## src/rtl/mem_arbiter.sv

```systemverilog
// Round-robin arbiter sharing one memory port between I-side and D-side requesters.
// The winner's command is latched at grant so the downstream request stays stable
// until memory responds.
module mem_arbiter #(
    parameter int ADDR_W = 32,
    parameter int DATA_W = 32
) (
    input  logic                clk,
    input  logic                rst,
    // instruction-side requester
    input  logic                i_read,
    input  logic                i_write,
    input  logic [DATA_W/8-1:0] i_byte_enable,
    input  logic [ADDR_W-1:0]   i_address,
    input  logic [DATA_W-1:0]   i_wdata,
    output logic                i_resp,
    output logic [DATA_W-1:0]   i_rdata,
    // data-side requester
    input  logic                d_read,
    input  logic                d_write,
    input  logic [DATA_W/8-1:0] d_byte_enable,
    input  logic [ADDR_W-1:0]   d_address,
    input  logic [DATA_W-1:0]   d_wdata,
    output logic                d_resp,
    output logic [DATA_W-1:0]   d_rdata,
    // downstream memory port
    output logic                mem_read,
    output logic                mem_write,
    output logic [DATA_W/8-1:0] mem_byte_enable,
    output logic [ADDR_W-1:0]   mem_address,
    output logic [DATA_W-1:0]   mem_wdata,
    input  logic                mem_resp,
    input  logic [DATA_W-1:0]   mem_rdata
);

    typedef enum logic [1:0] {IDLE, SERVE_I, SERVE_D} state_t;

    state_t                r_state;
    state_t                w_next;
    logic                  r_last_d;   // 1 = D side won the most recent grant
    logic                  r_op_wr;    // latched op: 1 = write, 0 = read
    logic [ADDR_W-1:0]     r_addr;
    logic [DATA_W-1:0]     r_wdata;
    logic [DATA_W/8-1:0]   r_be;

    logic                  w_req_i;
    logic                  w_req_d;
    logic                  w_grant_i;
    logic                  w_grant_d;

    assign w_req_i = i_read | i_write;
    assign w_req_d = d_read | d_write;

    // Next-state and grant selection; ties go to the side not granted last.
    always_comb begin
        w_next    = r_state;
        w_grant_i = 1'b0;
        w_grant_d = 1'b0;
        unique case (r_state)
            IDLE: begin
                if (w_req_i && w_req_d) begin
                    w_grant_i = r_last_d;
                    w_grant_d = ~r_last_d;
                end else begin
                    w_grant_i = w_req_i;
                    w_grant_d = w_req_d;
                end
                if (w_grant_i)      w_next = SERVE_I;
                else if (w_grant_d) w_next = SERVE_D;
            end
            SERVE_I, SERVE_D: begin
                if (mem_resp) w_next = IDLE;
            end
            default: w_next = IDLE;
        endcase
    end

    // State, fairness flag and command registers; the command is captured only on a grant.
    always_ff @(posedge clk) begin
        if (rst) begin
            r_state  <= IDLE;
            r_last_d <= 1'b0;
            r_op_wr  <= 1'b0;
            r_addr   <= '0;
            r_wdata  <= '0;
            r_be     <= '0;
        end else begin
            r_state <= w_next;
            if (w_grant_i) begin
                r_last_d <= 1'b0;
                r_op_wr  <= i_write;
                r_addr   <= i_address;
                r_wdata  <= i_wdata;
                r_be     <= i_byte_enable;
            end else if (w_grant_d) begin
                r_last_d <= 1'b1;
                r_op_wr  <= d_write;
                r_addr   <= d_address;
                r_wdata  <= d_wdata;
                r_be     <= d_byte_enable;
            end
        end
    end

    // Downstream strobes come only from registered state, never from requester inputs.
    assign mem_read        = (r_state != IDLE) & ~r_op_wr;
    assign mem_write       = (r_state != IDLE) &  r_op_wr;
    assign mem_address     = r_addr;
    assign mem_wdata       = r_wdata;
    assign mem_byte_enable = r_be;

    // Completion is routed only to the side being served; read data is shared.
    assign i_resp  = (r_state == SERVE_I) & mem_resp;
    assign d_resp  = (r_state == SERVE_D) & mem_resp;
    assign i_rdata = mem_rdata;
    assign d_rdata = mem_rdata;

endmodule

```

## config.mk

```make
export PLATFORM = sky130hd
export DESIGN_NAME = mem_arbiter
export DESIGN_NICKNAME = d
export VERILOG_FILES = /design/src/rtl/mem_arbiter.sv
export SDC_FILE = /design/constraint.sdc
export NUM_CORES = 1
export LEC_CHECK = 0
export ABC_AREA = 1
export BUFFER_PORTS_ARGS = -buffer_cell sky130_fd_sc_hd__buf_2
export CAP_MARGIN = 0
export CORE_AREA = 2 2 121 123
export DETAILED_ROUTE_END_ITERATION = 8
export DIE_AREA = 0 0 123 125
export PLACE_DENSITY = 0.61
export SYNTH_ARGS = -nofsm -noshare
export SYNTH_HDL_FRONTEND = slang
export SYNTH_SLANG_ARGS = --single-unit
export TNS_END_PERCENT = 50
```

## constraint.sdc

```tcl
create_clock -name clk -period 1.5 [get_ports clk]
set_input_delay 0.225 -clock clk [delete_from_list [all_inputs] [get_ports clk]]
set_output_delay 0.225 -clock clk [all_outputs]
set_load 0.01 [all_outputs]
```

# Word-level counts from Yosys, hierarchy flattened
# Cells that the tools add are included.
[word_totals]
register_bits = 72
latchBits = 0
ramBits = 0
mem_bits_ro = 0
in_bits = 175
out_inout_bits = 136
elab_cells = 43
mem_count = 0
[op_classes]
addsub = 0
mul = 0
n_div = 0
order_cmp = 0
n_eq_ne = 4
n_shift = 0
muxes = 18
bitwise_logic = 8
n_reduce_logical = 7
[op_table]
columns = ["op", "count"]
rows = [
  ["2-to-1 mux 32 bit", 4],
  ["2-to-1 mux 1 bit", 8],
  ["2-to-1 mux 4 bit", 2],
  ["2-to-1 mux 2 bit", 3],
  ["bitwise AND 1 bit", 4],
  ["one-hot mux 2 bit (2 select lines)", 1],
  ["nonzero test 2 bit", 2],
  ["OR reduction 2 bit", 2],
  ["!= test 3 x 1 -> 1 bit (second input constant)", 1],
  ["== test 2 x 1 -> 1 bit (second input constant)", 1],
  ["== test 2 bit (second input constant)", 1],
  ["zero test 2 bit", 1],
  ["!= test 2 bit (second input constant)", 1],
  ["inverter 1 bit", 2],
  ["OR 1 bit", 2],
  ["AND reduction 2 bit", 1],
  ["logical AND 1 bit", 1],
]

# Logic depth before layout (Yosys ltp)
[logic_depth]
word_depth = 7
mapped_depth = 10
ltp_nobuf = 9

# Worst setup path after synthesis
# Ideal clock, no wire load.
[synth_path]
path_kind = "register to register"
start = "register r_state[0]"
end = "register r_wdata[24], in the netlist mem_wdata[24]"
setup_ns = 0.132
arrival_time_ns = 1.387
t_required_ns = 1.368
setup_slack_ns = -0.019
path_stages_with_launch = 10
path_buffers = 2
synth_period_minus_slack_ns = 1.519
cell_sequence = "dfxtp_1 inv_1 ha_1 inv_2 nor2_2 nand2_2 buf_2 buf_2 nand3_1 a21oi_1"
[synth_between]
elab_chain_cells = 3
word_cells_on_any_way = 5
cone_classes = "3 x mux; 2 x reduce/logical"
[synth_lines]
columns = ["element", "line", "text"]
rows = [
  ["start: declaration", "38", "state_t r_state;"],
  ["start signal: assignment", "88", "r_state <= w_next;"],
  ["zero test 2 bit (*)", "59", "unique case (r_state)"],
  ["2-to-1 mux 1 bit", "59", ""],
  ["2-to-1 mux 32 bit / nonzero test 2 bit (equally long branches)", "--", ""],
  ["end signal: assignment", "93", "r_wdata <= i_wdata;"],
  ["end signal: assignment", "99", "r_wdata <= d_wdata;"],
  ["end: declaration", "43", "logic [DATA_W-1:0] r_wdata;"],
]
# Mark *: on every way between the ends. The rest lies on a longest branch, timed or not.
# A chain may end at the register's enable or synchronous reset.

# Final worst setup path
[layout_path]
start = "register r_state[1]"
end = "register r_addr[31], in the netlist mem_address[31]"
[layout_between]
elab_chain_cells = 3
word_cells_on_any_way = 5
cone_classes = "3 x mux; 2 x reduce/logical"
[layout_lines]
columns = ["element", "line", "text"]
rows = [
  ["zero test 2 bit (*)", "59", ""],
  ["2-to-1 mux 1 bit", "59", ""],
  ["2-to-1 mux 32 bit / nonzero test 2 bit (equally long branches)", "--", ""],
  ["end signal: assignment", "92", "r_addr <= i_address;"],
  ["end signal: assignment", "98", "r_addr <= d_address;"],
  ["end: declaration", "42", "logic [ADDR_W-1:0] r_addr;"],
]
# Marked as above.

==> out/metrics.yaml <==
setup_path:
  slowest_stage: "dfxtp_2"
  crit_chain: "inv_2 -> ha_4 -> buf_4 -> inv_2 -> nor2_4 -> buf_6 -> buf_12 -> nand3_1 -> nand2_1 -> inv_1 -> a21oi_1"
  r2r_cells: 11
  worstReg2RegEnd: "mem_address[31]$_SDFFE_PP0P_"
  crit_type: "reg -> reg"
  crit_path_start_kind: "flip-flop"
  worstSetupEndpointType: "flip-flop"
  worstPathArrival_ns: 1.77
  critPathMostFrequentCell: "inv_2"
  rrSetupSlack_ns: -0.006
  r2r-start: "r_state[1]$_SDFFE_PP0P_"
  crit_fanout: 18
  max_stage_delay_ns: 0.32
  required_ns: 1.77
logic_synthesis:
  synth_edf_count: 0
  synth_top_area_cell: "dfxtp_1"
  synth_common_cells: "nand3_1, inv_1, nand2_1, dfxtp_1"
  synthDistinctLibCells: 18
  ys_warn_count: 0
  synth.cell_area_um2: 4260
  avgSynthCellArea_um2: 6.65
  yosysSeqAreaShare_pct: 33.8
  ys.flop_type: "dfxtp_1"
  synth.area.mux_share_pct: 0
  syn_nets: 819
  synth-adder-area-share_pct: 0.881
  yosysTopAreaCellShare_pct: 33.8
  synth-xor-area-share_pct: 0
  synth_async_sr_flop_share_pct: 0
  synth_most_common_cell: "nand3_1"
  synth_area_leaders: "dfxtp_1, nand3_1, buf_4, a21oi_1, inv_1"
  ys_ff_latch: 72
  synth_top_family_by_area: "simple AND/OR/NAND/NOR gates"
  syn_inst: 641
  synthSimpleGateAreaFrac_pct: 33.0
  synth_compound_area_share_pct: 8.60
routing:
  vias: 4719
  drtIter0Drc: 205
  routed_wirelength_um: 14400
  viasPerCell: 4.81
  ant_nets: 0
  firstDrtPassIters: 4
  wl_per_cell_um: 14.6
  drc: 0
clock_network:
  cts-root-buf: "clkbuf_16"
  clk_path_buf_depth: 2
  numClockSinks: 72
  cts_buffers: 9
  path_clk_slew_ns: 0.06
  cts_tree: "built"
  clk_latency_ns: 0.33
  cts_max_level: 3
timing:
  period_needed_ns: 1.51
  setup_ws_ns: -0.00620
  slew_headroom_pct: 77.4
  fin_crit_sh_pct: 100
  fmax_mhz: 664
  final.setup_skew_ns: 0.00441
  worstMarginPinSlew_ns: 0.340
  setup_viol: 5
  rsz0062_at_grt: "yes"
  drv_slew: 0
  finalHoldViolations: 0
placed_design:
  dpl.cell_count: 949
  placed_area_um2: 5170
  port_buffers: 214
  place.gp.congestion: 0.762
  pre_cts_ws_ns: 0.0315
  dp_hpwl_um: 9380
power_and_ir_drop:
  power.share.clock_pct: 23.4
  peakVddDrop_mv: 0.575
  intPower_mw: 5.62
  power_density_nw_per_um2: 1530
  seqPwrFrac_pct: 27.9
  power.total_mw: 9.10
  leakagePower_nw: 3.12
  switching_power_mw: 3.48
  combPwrFrac_pct: 48.8
  p_sw_share_pct: 38.2
global_routing:
  antenna_found_initial: 1
  grt_pass1_vias: 4245
  grt_use_total_pct: 16.9
  grt_max_degree: 73
  grt-ovfl-total: 0
  grt_pass1_wl_um: 20500
floorplanning:
  core_area_um2: 14200
  initial_core_util_pct: 30.0
  dieWidth_um: 123
  row_count: 44
  io_pins: 311
  die_h_um: 125
  dieArea_um2: 15400
layout:
  stdcell_count: 981
  syn2layout_area_growth_pct: 39.9
  n_antenna_cell: 0
  nNetsFinal: 971
  layout-drive-gt1-share_pct: 37.8
  fin_area_um2: 5960
hold_path:
  worstHoldStart: "i_address[16]"
  min_path_type: "in -> reg"
  hold_end: "mem_address[16]$_SDFFE_PP0P_"
  holdPathStages: 5
outcome:
  status: "finished with violations"
  violations: "setup timing"
flow_run:
  drv_cap: 0
critical path: cells and delay by family, from the launching register on:
| family | cells | cell delay, ns |
|---|---|---|
| and+or+nand+nor | 3 | 0.29 |
| DFF | 1 | 0.32 |
| adders and majority gates | 1 | 0.14 |
| AOI/OAI and AO/OA | 1 | 0.10 |
| buffers and inverters | 6 | 0.58 |
logic make-up after synthesis:
logic type | count (synthesis)
AO/OA/AOI/OAI | 71
flip-flops | 72
buffers and inverters | 194
adder cells (fa/ha/maj) | 3
AND/OR/NAND/NOR | 301
power groups by stage:
stage | combinational, mW | sequential, mW | clock [mW]
after floorplan | 2.15 | 2.75 | 0
after global placement | 3.55 | 2.55 | 0
after detailed placement | 3.55 | 2.56 | 0
after CTS | 3.80 | 2.53 | 2.21
after global routing | 4.89 | 2.59 | 2.28
final | 4.44 | 2.54 | 2.13
layer usage:
metal | global-route usage [%] | wire length [um] | part of all wire, %
met3 | 5.06 | 1170 | 8.1
met5 | 0 | 13 | 0.090
met4 | 7.55 | 385 | 2.7
met1 | 20.1 | 6040 | 42
met2 | 27.9 | 6760 | 47
how the worst max path moves through the flow:
stage                                            endpoint  slack, ns                    start  depth (start not counted)
after global routing          mem_address[3]$_SDFFE_PP0P_       -0.1  r_state[0]$_SDFFE_PP0P_                         11
after floorplan                mem_wdata[24]$_SDFFE_PP0P_       0.04  r_state[0]$_SDFFE_PP0P_                          9
final                        mem_address[31]$_SDFFE_PP0P_     -0.006  r_state[1]$_SDFFE_PP0P_                         11
after detailed placement  mem_byte_enable[2]$_SDFFE_PP0P_       0.03                   i_read                          7
after CTS                                        mem_read      -0.03  r_state[1]$_SDFFE_PP0P_                          6
after global placement         mem_wdata[30]$_SDFFE_PP0P_       0.06                   i_read                          7
timing repair:
action	in CTS	in global routing
endpoints found under the setup margin	3	73
cloned	1	8
resized for setup	13	41
pin swaps	2	4
setup buffers	6	2
hold buffers	0	0
flip-flops by register name, indices dropped and copies added (netlist names):
register,count
mem_address,32
mem_wdata,32
mem_byte_enable,4
r_state,2
r_last_d,1
r_op_wr,1
cells in the final DEF, fill, tap and decap left out, drive strengths merged:
| cell | Yosys | final |
|---|---|---|
| a21oi | 69 | 69 |
| buf | 97 | 248 |
| bufbuf | 0 | 1 |
| bufinv | 0 | 1 |
| clkbuf | 18 | 17 |
| clkinv | 0 | 3 |
| dfxtp | 72 | 72 |
| ha | 3 | 3 |
| inv | 79 | 79 |
| nand2 | 81 | 82 |
| nand3 | 206 | 206 |
| nor2 | 12 | 12 |
| nor3 | 1 | 1 |
| nor3b | 1 | 1 |
| o21ai | 2 | 2 |
layout make-up:
class | count | area (um^2)
inverters | 79 | 297
multi-input cells | 376 | 1960
well taps | 184 | 230
repair buffers | 255 | 1740
fillers | 1557 | 8240
clock inverters | 4 | 45.0
clock buffers | 11 | 243
flip-flops and latches | 72 | 1440
per-stage QoR:
stage | setup TNS, ns | hold WS [ns] | util, %
final | -0.0116 | 0.233 | 42.0
after global routing | -4.34 | 0.234 | 42.0
after CTS | -0.0774 | 0.214 | 39.3
after detailed placement | 0 | 0.450 | 36.4
after global placement | 0 | 0.450 | 36.4
after floorplan | 0 | 0.460 | -
Note: power is estimated with default switching activity, not from simulation.
